==> src/rtl/mat_pkg.sv <==
// Shared definitions for the UART-side matrix job controller: FSM encodings,
// error codes and framing bytes.
package mat_pkg;

  localparam logic [7:0] SYNC = 8'hFF;
  localparam logic [7:0] RESP = 8'hFE;
  localparam logic [7:0] NAK  = 8'hEE;

  localparam logic [1:0] ERR_NONE    = 2'd0;
  localparam logic [1:0] ERR_TIMEOUT = 2'd1;
  localparam logic [1:0] ERR_JOB     = 2'd2;
  localparam logic [1:0] ERR_CSUM    = 2'd3;

  typedef enum logic [3:0] {
    ST_IDLE, ST_JOB_A, ST_LOAD_A, ST_JOB_B, ST_LOAD_B,
    ST_CHECK, ST_COMPUTE, ST_TX, ST_NAK
  } state_t;

  typedef enum logic [2:0] {
    TX_IDLE, TX_HDR, TX_JOB, TX_DATA, TX_SUM
  } tx_phase_t;

  typedef enum logic [1:0] {
    HS_ISSUE, HS_WAIT_HI, HS_WAIT_LO
  } hs_t;

endpackage

==> src/rtl/mat_job_ctrl_if.sv <==
// UART byte-stream interface between the job controller (master) and the uart block (slave).
interface mat_job_ctrl_if;
  logic [7:0] rx_byte;
  logic       byte_available;
  logic [7:0] tx_byte;
  logic       tx_start;
  logic       tx_busy;

  modport master (input rx_byte, byte_available, tx_busy, output tx_byte, tx_start);
  modport slave  (output rx_byte, byte_available, tx_busy, input tx_byte, tx_start);
endinterface

==> src/rtl/mat_job_tx.sv <==
// Response serialiser: sends FE/job/result bytes (or EE/job as a NAK) over the UART
// handshake. MAT_JOB_CSUM_EN appends an XOR byte to full responses.
module mat_job_tx
  import mat_pkg::*;
#(
  parameter int N     = 2,
  parameter int RES_W = 16
) (
  input  logic                   clk,
  input  logic                   rst_n,
  input  logic                   start,
  input  logic                   nak,
  input  logic [7:0]             job_id,
  input  logic [N*N*RES_W-1:0]   res,
  input  logic                   tx_busy,
  output logic [7:0]             tx_byte,
  output logic                   tx_start,
  output logic                   done
);
  localparam int NN    = N * N;
  localparam int BPE   = RES_W / 8;
  localparam int IDX_W = $clog2(NN + 1);
  localparam int BC_W  = (BPE > 1) ? $clog2(BPE) : 1;
  localparam logic [IDX_W-1:0] LAST_E = IDX_W'(NN - 1);
  localparam logic [BC_W-1:0]  LAST_B = BC_W'(BPE - 1);

  tx_phase_t        phase, phase_n;
  hs_t              hs;
  logic             nak_q;
  logic [IDX_W-1:0] eidx;
  logic [BC_W-1:0]  bcnt;
  logic [7:0]       cur;
  logic             issue, adv;
  int unsigned      sel;
`ifdef MAT_JOB_CSUM_EN
  logic [7:0]       sum_q;
`endif

  // Byte selection: elements in index order, most significant byte first
  always_comb begin
    sel = 0;
    cur = 8'h00;
    case (phase)
      TX_HDR:  cur = nak_q ? NAK : RESP;
      TX_JOB:  cur = job_id;
      TX_DATA: begin
        sel = RES_W * int'(eidx) + 8 * (BPE - 1 - int'(bcnt));
        cur = res[sel +: 8];
      end
`ifdef MAT_JOB_CSUM_EN
      TX_SUM:  cur = sum_q;
`endif
      default: cur = 8'h00;
    endcase
  end

  always_comb begin
    phase_n = phase;
    issue   = 1'b0;
    adv     = 1'b0;
    if (phase != TX_IDLE) begin
      issue = (hs == HS_ISSUE) && !tx_busy && !tx_start;
      adv   = (hs == HS_WAIT_LO) && !tx_busy;
    end
    case (phase)
      TX_IDLE: if (start) phase_n = TX_HDR;
      TX_HDR:  if (adv) phase_n = TX_JOB;
      TX_JOB:  if (adv) phase_n = nak_q ? TX_IDLE : TX_DATA;
      TX_DATA: if (adv && eidx == LAST_E && bcnt == LAST_B)
`ifdef MAT_JOB_CSUM_EN
                 phase_n = TX_SUM;
`else
                 phase_n = TX_IDLE;
`endif
      TX_SUM:  if (adv) phase_n = TX_IDLE;
      default: phase_n = TX_IDLE;
    endcase
    done = adv && (phase_n == TX_IDLE);
  end

  always_ff @(posedge clk) begin
    if (!rst_n) begin
      phase    <= TX_IDLE;
      hs       <= HS_ISSUE;
      nak_q    <= 1'b0;
      eidx     <= '0;
      bcnt     <= '0;
      tx_byte  <= 8'h00;
      tx_start <= 1'b0;
`ifdef MAT_JOB_CSUM_EN
      sum_q    <= 8'h00;
`endif
    end else begin
      phase    <= phase_n;
      tx_start <= issue;
      if (phase == TX_IDLE && start) begin
        nak_q <= nak;
        eidx  <= '0;
        bcnt  <= '0;
        hs    <= HS_ISSUE;
`ifdef MAT_JOB_CSUM_EN
        sum_q <= 8'h00;
`endif
      end
      if (issue) begin
        tx_byte <= cur;
        hs      <= HS_WAIT_HI;
`ifdef MAT_JOB_CSUM_EN
        if (phase == TX_JOB || phase == TX_DATA) sum_q <= sum_q ^ cur;
`endif
      end
      if (hs == HS_WAIT_HI && tx_busy) hs <= HS_WAIT_LO;
      // A byte counts as accepted once busy has been seen high and then low
      if (adv) begin
        hs <= HS_ISSUE;
        if (phase == TX_DATA) begin
          if (bcnt == LAST_B) begin
            bcnt <= '0;
            eidx <= eidx + 1'b1;
          end else begin
            bcnt <= bcnt + 1'b1;
          end
        end
      end
    end
  end

endmodule

==> src/rtl/mat_job_ctrl.sv <==
// UART-side job controller for the NxN matrix multiplier: frame parsing, operand
// loading, multiplier start and result return. MAT_JOB_CSUM_EN adds frame checksum and NAK.
module mat_job_ctrl
  import mat_pkg::*;
#(
  parameter int N       = 2,
  parameter int RES_W   = 16,
  parameter int TIMEOUT = 1200000
) (
  input  logic                   clk,
  input  logic                   rst_n,
  mat_job_ctrl_if.master         uart,
  output logic [N*N*8-1:0]       mat_a,
  output logic [N*N*8-1:0]       mat_b,
  output logic                   mul_start,
  input  logic                   mul_done,
  input  logic [N*N*RES_W-1:0]   mat_c,
  output logic                   busy,
  output logic                   err_pulse,
  output logic [1:0]             err_code,
  output logic [7:0]             last_job
);
  localparam int NN    = N * N;
  localparam int IDX_W = $clog2(NN + 1);
  localparam int TW    = (TIMEOUT > 2) ? $clog2(TIMEOUT) : 1;
  localparam logic [IDX_W-1:0] LAST_E   = IDX_W'(NN - 1);
  localparam logic [TW-1:0]    TMO_LAST = TW'(TIMEOUT - 1);

  state_t               state, state_n;
  logic [IDX_W-1:0]     idx;
  logic [7:0]           job_id;
  logic [TW-1:0]        tcnt;
  logic [NN*RES_W-1:0]  res_q;
  logic                 bav, timed, tmo, abort, load_a, load_b;
  logic                 tx_go, tx_nak, tx_done;
  logic [1:0]           abort_code;
  logic [7:0]           rxb;
`ifdef MAT_JOB_CSUM_EN
  logic [7:0]           csum;
`endif

  assign bav  = uart.byte_available;
  assign rxb  = uart.rx_byte;
  assign busy = (state != ST_IDLE);

  always_comb begin
    state_n    = state;
    abort      = 1'b0;
    abort_code = ERR_NONE;
    load_a     = 1'b0;
    load_b     = 1'b0;
    tx_go      = 1'b0;
    tx_nak     = 1'b0;
    timed      = state inside {ST_JOB_A, ST_LOAD_A, ST_JOB_B, ST_LOAD_B, ST_CHECK};
    tmo        = timed && !bav && (tcnt == TMO_LAST);
    case (state)
      ST_IDLE:   if (bav && rxb == SYNC) state_n = ST_JOB_A;
      ST_JOB_A:  if (bav) state_n = ST_LOAD_A;
      ST_LOAD_A: if (bav) begin
        load_a = 1'b1;
        if (idx == LAST_E) state_n = ST_JOB_B;
      end
      ST_JOB_B:  if (bav) begin
        if (rxb == job_id) state_n = ST_LOAD_B;
        else begin
          abort      = 1'b1;
          abort_code = ERR_JOB;
          state_n    = ST_IDLE;
        end
      end
      ST_LOAD_B: if (bav) begin
        load_b = 1'b1;
`ifdef MAT_JOB_CSUM_EN
        if (idx == LAST_E) state_n = ST_CHECK;
`else
        if (idx == LAST_E) state_n = ST_COMPUTE;
`endif
      end
`ifdef MAT_JOB_CSUM_EN
      ST_CHECK:  if (bav) begin
        if (rxb == csum) state_n = ST_COMPUTE;
        else begin
          abort      = 1'b1;
          abort_code = ERR_CSUM;
          tx_go      = 1'b1;
          tx_nak     = 1'b1;
          state_n    = ST_NAK;
        end
      end
`endif
      ST_COMPUTE: if (mul_done) begin
        tx_go   = 1'b1;
        state_n = ST_TX;
      end
      ST_TX, ST_NAK: if (tx_done) state_n = ST_IDLE;
      default:   state_n = ST_IDLE;
    endcase
    // tmo already excludes a byte arriving in the same cycle
    if (tmo) begin
      abort      = 1'b1;
      abort_code = ERR_TIMEOUT;
      state_n    = ST_IDLE;
    end
  end

  always_ff @(posedge clk) begin
    if (!rst_n) begin
      state     <= ST_IDLE;
      idx       <= '0;
      job_id    <= 8'h00;
      tcnt      <= '0;
      mat_a     <= '0;
      mat_b     <= '0;
      res_q     <= '0;
      mul_start <= 1'b0;
      err_pulse <= 1'b0;
      err_code  <= ERR_NONE;
      last_job  <= 8'h00;
`ifdef MAT_JOB_CSUM_EN
      csum      <= 8'h00;
`endif
    end else begin
      state     <= state_n;
      mul_start <= (state_n == ST_COMPUTE) && (state != ST_COMPUTE);
      err_pulse <= abort;
      if (abort) err_code <= abort_code;
      if (!timed || bav || tmo) tcnt <= '0;
      else                      tcnt <= tcnt + 1'b1;
      if (state == ST_JOB_A && bav) begin
        job_id <= rxb;
        idx    <= '0;
`ifdef MAT_JOB_CSUM_EN
        csum   <= rxb;
`endif
      end
      if (load_a || load_b) begin
        if (load_a) mat_a[8*idx +: 8] <= rxb;
        else        mat_b[8*idx +: 8] <= rxb;
        idx <= (idx == LAST_E) ? '0 : idx + 1'b1;
`ifdef MAT_JOB_CSUM_EN
        csum <= csum ^ rxb;
`endif
      end
      if (state == ST_COMPUTE && mul_done) res_q <= mat_c;
      if (state == ST_TX && tx_done) begin
        last_job <= job_id;
        err_code <= ERR_NONE;
      end
    end
  end

  mat_job_tx #(.N(N), .RES_W(RES_W)) u_tx (
    .clk      (clk),
    .rst_n    (rst_n),
    .start    (tx_go),
    .nak      (tx_nak),
    .job_id   (job_id),
    .res      (res_q),
    .tx_busy  (uart.tx_busy),
    .tx_byte  (uart.tx_byte),
    .tx_start (uart.tx_start),
    .done     (tx_done)
  );

endmodule

==> src/flat_wrapper.sv <==
// flat-port wrapper written by rule: the top's interface ports become plain ports
module mat_job_ctrl_flat import mat_pkg::*;
#(
  parameter int N       = 2,
  parameter int RES_W   = 16,
  parameter int TIMEOUT = 1200000
)
  (clk, rst_n, mat_a, mat_b, mul_start, mul_done, mat_c, busy, err_pulse, err_code, last_job, uart_rx_byte, uart_byte_available, uart_tx_busy, uart_tx_byte, uart_tx_start);
  mat_job_ctrl_if uart_i ();
  input  logic clk;
  input  logic rst_n;
  output logic [N*N*8-1:0] mat_a;
  output logic [N*N*8-1:0] mat_b;
  output logic mul_start;
  input  logic mul_done;
  input  logic [N*N*RES_W-1:0] mat_c;
  output logic busy;
  output logic err_pulse;
  output logic [1:0] err_code;
  output logic [7:0] last_job;
  input wire logic [$bits(uart_i.rx_byte)-1:0] uart_rx_byte;
  input wire logic [$bits(uart_i.byte_available)-1:0] uart_byte_available;
  input wire logic [$bits(uart_i.tx_busy)-1:0] uart_tx_busy;
  output wire logic [$bits(uart_i.tx_byte)-1:0] uart_tx_byte;
  output wire logic [$bits(uart_i.tx_start)-1:0] uart_tx_start;
  assign uart_i.rx_byte = uart_rx_byte;
  assign uart_i.byte_available = uart_byte_available;
  assign uart_i.tx_busy = uart_tx_busy;
  assign uart_tx_byte = uart_i.tx_byte;
  assign uart_tx_start = uart_i.tx_start;
  mat_job_ctrl #(.N(N), .RES_W(RES_W), .TIMEOUT(TIMEOUT)) u_core (.clk(clk), .rst_n(rst_n), .uart(uart_i), .mat_a(mat_a), .mat_b(mat_b), .mul_start(mul_start), .mul_done(mul_done), .mat_c(mat_c), .busy(busy), .err_pulse(err_pulse), .err_code(err_code), .last_job(last_job));
endmodule
==> config.mk <==
export PLATFORM = sky130hd
export DESIGN_NAME = mat_job_ctrl_flat
export DESIGN_NICKNAME = d
export VERILOG_FILES = /design/src/rtl/mat_pkg.sv /design/src/rtl/mat_job_ctrl_if.sv /design/src/rtl/mat_job_tx.sv /design/src/rtl/mat_job_ctrl.sv /design/src/flat_wrapper.sv
export SDC_FILE = /design/constraint.sdc
export NUM_CORES = 1
export LEC_CHECK = 0
export CORE_MARGIN = 2
export CORE_UTILIZATION = 31
export DETAILED_ROUTE_END_ITERATION = 16
export PLACE_DENSITY_LB_ADDON = 0.3
export SLEW_MARGIN = 10
export SYNTH_ARGS = -nofsm -noshare
export SYNTH_HDL_FRONTEND = slang
export SYNTH_HIERARCHICAL = 1
export SYNTH_SLANG_ARGS = --single-unit
==> constraint.sdc <==
create_clock -name clk -period 2.3 [get_ports clk]
set_input_delay 0.46 -clock clk [delete_from_list [all_inputs] [get_ports clk]]
set_output_delay 0.46 -clock clk [all_outputs]
set_load 0.01 [all_outputs]
==> results.py <==
metrics = {
    "die": {
        "fp-row-count": 61,
        "core_area_um2": 27600,
        "io_pins": 163,
        "die_y_um": 171,
        "dieArea_um2": 29300,
        "die_w_um": 171,
        "start_util_pct": 31.4,
    },
    "setup_path": {
        "crit_type": "flop to flop",
        "worstPathMaxFanout": 8,
        "cp.required_ns": 2.63,
        "cp.arrival_ns": 2.55,
        "critPathMaxStageDelay_ns": 0.55,
        "cp-end-kind": "flop",
        "critPathTopFamily": "simple AND/OR/NAND/NOR gates",
        "cp_num_buf_inv": 2,
        "rrSetupSlack_ns": 0.08,
        "cpMaxStageDelayCell": "or4_4",
        "crit_path_start_kind": "flop",
        "crit_chain": "inv_2 > ha_2 > ha_4 > or4_4 > nor2_4 > and3_4 > buf_12 > mux2i_2 > nor2b_1",
    },
    "placement": {
        "dp.cells": 1489,
        "io_buffer_count": 162,
        "place_hpwl_um": 16900,
        "globalplace.congestion": 0.790,
    },
    "finish": {
        "syn_to_final_growth_pct": 32.0,
        "final_cell_mix": "nand2_1, dfxtp_1, clkdlybuf4s50_1",
        "layout-drive-gt1-share_pct": 11.3,
        "layout_commonest_cell": "nand2_1",
        "final_util_pct": 41.4,
        "final_cells": 1522,
        "nets": 1216,
        "diodes": 0,
    },
    "logic_synthesis": {
        "muxShareOfSynthArea_pct": 8.24,
        "synth-compound-area-share_pct": 15.3,
        "ys.flop_type": "dfxtp_1",
        "synth_cell_type_count": 53,
        "syn_area_per_cell_um2": 8.84,
        "synth_area_leader_cell": "dfxtp_1",
        "ys_ff_latch": 195,
        "synth_xor_area_share_pct": 2.73,
        "synth_top_area_share_pct": 45.0,
        "synth_edf_count": 0,
        "yosys.area_share.simple_pct": 22.8,
        "netlist_area_um2": 8670,
        "ys_seq_area_share_pct": 45.0,
        "ys.warnings.count": 6,
        "synthCells": 980,
        "synthAdderAreaFrac_pct": 1.15,
        "synth.area.top_cells": "dfxtp_1, nand2_1, a21boi_0",
        "syn_nets": 1065,
        "synth_top_family_by_area": "simple AND/OR/NAND/NOR gates",
        "async_flop_share_pct": 0,
    },
    "cts": {
        "clockBufferDepth": 2,
        "cts_buffers": 17,
        "tritoncts": "yes",
        "clk_latency_ns": 0.44,
        "cts-root-buf": "clkbuf_16",
        "cts-htree-levels": 4,
        "clk_pin_slew_worst_paths_ns": 0.08,
        "clkSinkCount": 195,
    },
    "worst_hold_path": {
        "hold_class": "input port to flop",
    },
    "sta": {
        "tightest_slew_ns": 0.726,
        "min_period_ns": 2.22,
        "finalHoldViolations": 0,
        "setup_violations": 0,
        "final_max_slew_viol_count": 0,
        "fin_skew_ns": 0.0111,
        "slew_headroom_pct": 51.6,
        "min_period_over_period_pct": 96.5,
        "max_freq_mhz": 451,
    },
    "drt": {
        "wl_per_cell_um": 15.9,
        "antenna_left": 0,
        "drc": 0,
        "drt_iter0_markers": 392,
        "num_vias": 7227,
        "wl_um": 24300,
        "first_pass_iters": 5,
        "vias_per_cell": 4.75,
    },
    "power": {
        "power-per-cell-area_nw_per_um2": 574,
        "total_power_uw": 6570,
        "irDropWorstVdd_uv": 439,
        "power_leakage_uw": 0.00380,
    },
    "grt": {
        "grt_usage_pct": 16.6,
        "grt_max_degree": 68,
        "antenna_found_initial": 0,
        "grt_pass1_vias": 6922,
        "overflow": 0,
        "grt_pass1_wl_um": 37900,
    },
    "outcome": {
        "status": "finished, final reports clean",
    },
    "job": {
        "maxCapViolCount": 0,
    },
}
state kept, by name, summed over array words and instances, names as in the netlist, 2 cells and up:
register	count
u_core/tcnt	21
u_core/res_q	64
u_core/u_tx/eidx	3
u_core/err_code	2
u_core/last_job	8
u_core/u_tx/tx_byte	8
u_core/u_tx/hs	2
u_core/mat_a	32
u_core/state	4
u_core/mat_b	32
u_core/idx	3
u_core/job_id	8
u_core/u_tx/phase	3
worst paths after layout:
kind | start | endpoint | cells after the start
min reg2reg | u_core/err_code[1]$_SDFFE_PP0P_ | u_core/err_code[1]$_SDFFE_PP0P_ | 2
max reg2reg | u_core/idx[1]$_SDFFE_PN0P_ | u_core/mat_b[6]$_SDFFE_PN0P_ | 9
max | u_core/idx[1]$_SDFFE_PN0P_ | u_core/mat_b[6]$_SDFFE_PN0P_ | 9
min | rst_n | u_core/mat_b[8]$_SDFFE_PN0P_ | 2
logic make-up (layout without fill, tap and decap cells):
| group | Yosys count | in the layout |
|---|---|---|
| simple gates | 419 | 419 |
| flops | 195 | 195 |
| buf+inv | 93 | 257 |
| xor+xnor | 27 | 27 |
| mux | 51 | 51 |
| compound gates | 186 | 186 |
| other cells | 1 | 1 |
| fa+ha+maj | 8 | 8 |
synth_stat cells (2+ instances only):
cell type and count:
nand2_1 205, dfxtp_1 195, a21boi_0 97, nand3_1 75
clkbuf_1 52, nor2_1 43, nor2b_1 33, mux2i_1 32
a21boi_1 29, a21oi_1 17, mux4_2 16, inv_1 15
buf_2 14, o21ai_0 14, xnor2_1 14, xor2_1 13
and3_1 12, nand4_1 11, a2bb2oi_1 9, ha_1 8
o22ai_1 7, nor4_1 6, or2_2 6, buf_1 5
nor3_1 5, a211oi_1 4, buf_6 4, nand2b_1 4
and4_1 3, buf_4 3, mux2_2 3, a22oi_1 2
o211ai_1 2, or3_1 2, or3b_1 2
power breakdown:
group / total (uW) / leakage, uW / internal, uW / switching, uW
sequential: 3370 / 0.00157 / 3370 / 0.322
clock: 2890 / 0.000271 / 1450 / 1430
combinational: 306 / 0.00196 / 184 / 122
area by class of cell:
type / count / area [um2]
flip-flops and latches: 195 / 3910
clock inverters: 13 / 118
inverters: 15 / 56.3
repair buffers: 210 / 2030
clock buffers: 19 / 443
fillers: 2764 / 16200
multi-input cells: 692 / 4420
well taps: 378 / 473
metal layers:
metal,vias to the layer above,GRT usage [%],routed length (um)
li1,3634,-,-
met1,3391,22.5,11300
met2,191,26.9,11300
met3,11,3.89,1450
met4,0,3.65,172
met5,-,0,0
through the flow:
stage          instance area (um2)  worst slack [ns]  hold slack [ns]  TNS, ns
2_1_floorplan                 8670            0.0550            0.430        0
3_3_place_gp                 10800           -0.0421            0.441   -0.633
3_5_place_dp                 10800           -0.0753            0.449    -1.79
4_1_cts                      11400           0.00300            0.426        0
5_1_grt                      11400           -0.0260            0.438  -0.0393
6_report                     11400            0.0803            0.450        0
timing repair:
| action | 4_1_cts | 5_1_grt |
|---|---|---|
| setup endpoints to repair | 1 | 18 |
| setup buffers | 0 | 1 |
| hold buffers | 0 | 0 |
| pin swaps | 0 | 5 |
| gates resized for setup | 3 | 16 |
| endpoints found under the hold margin | 0 | 0 |
No activity file was read; power rests on OpenSTA's default activity.
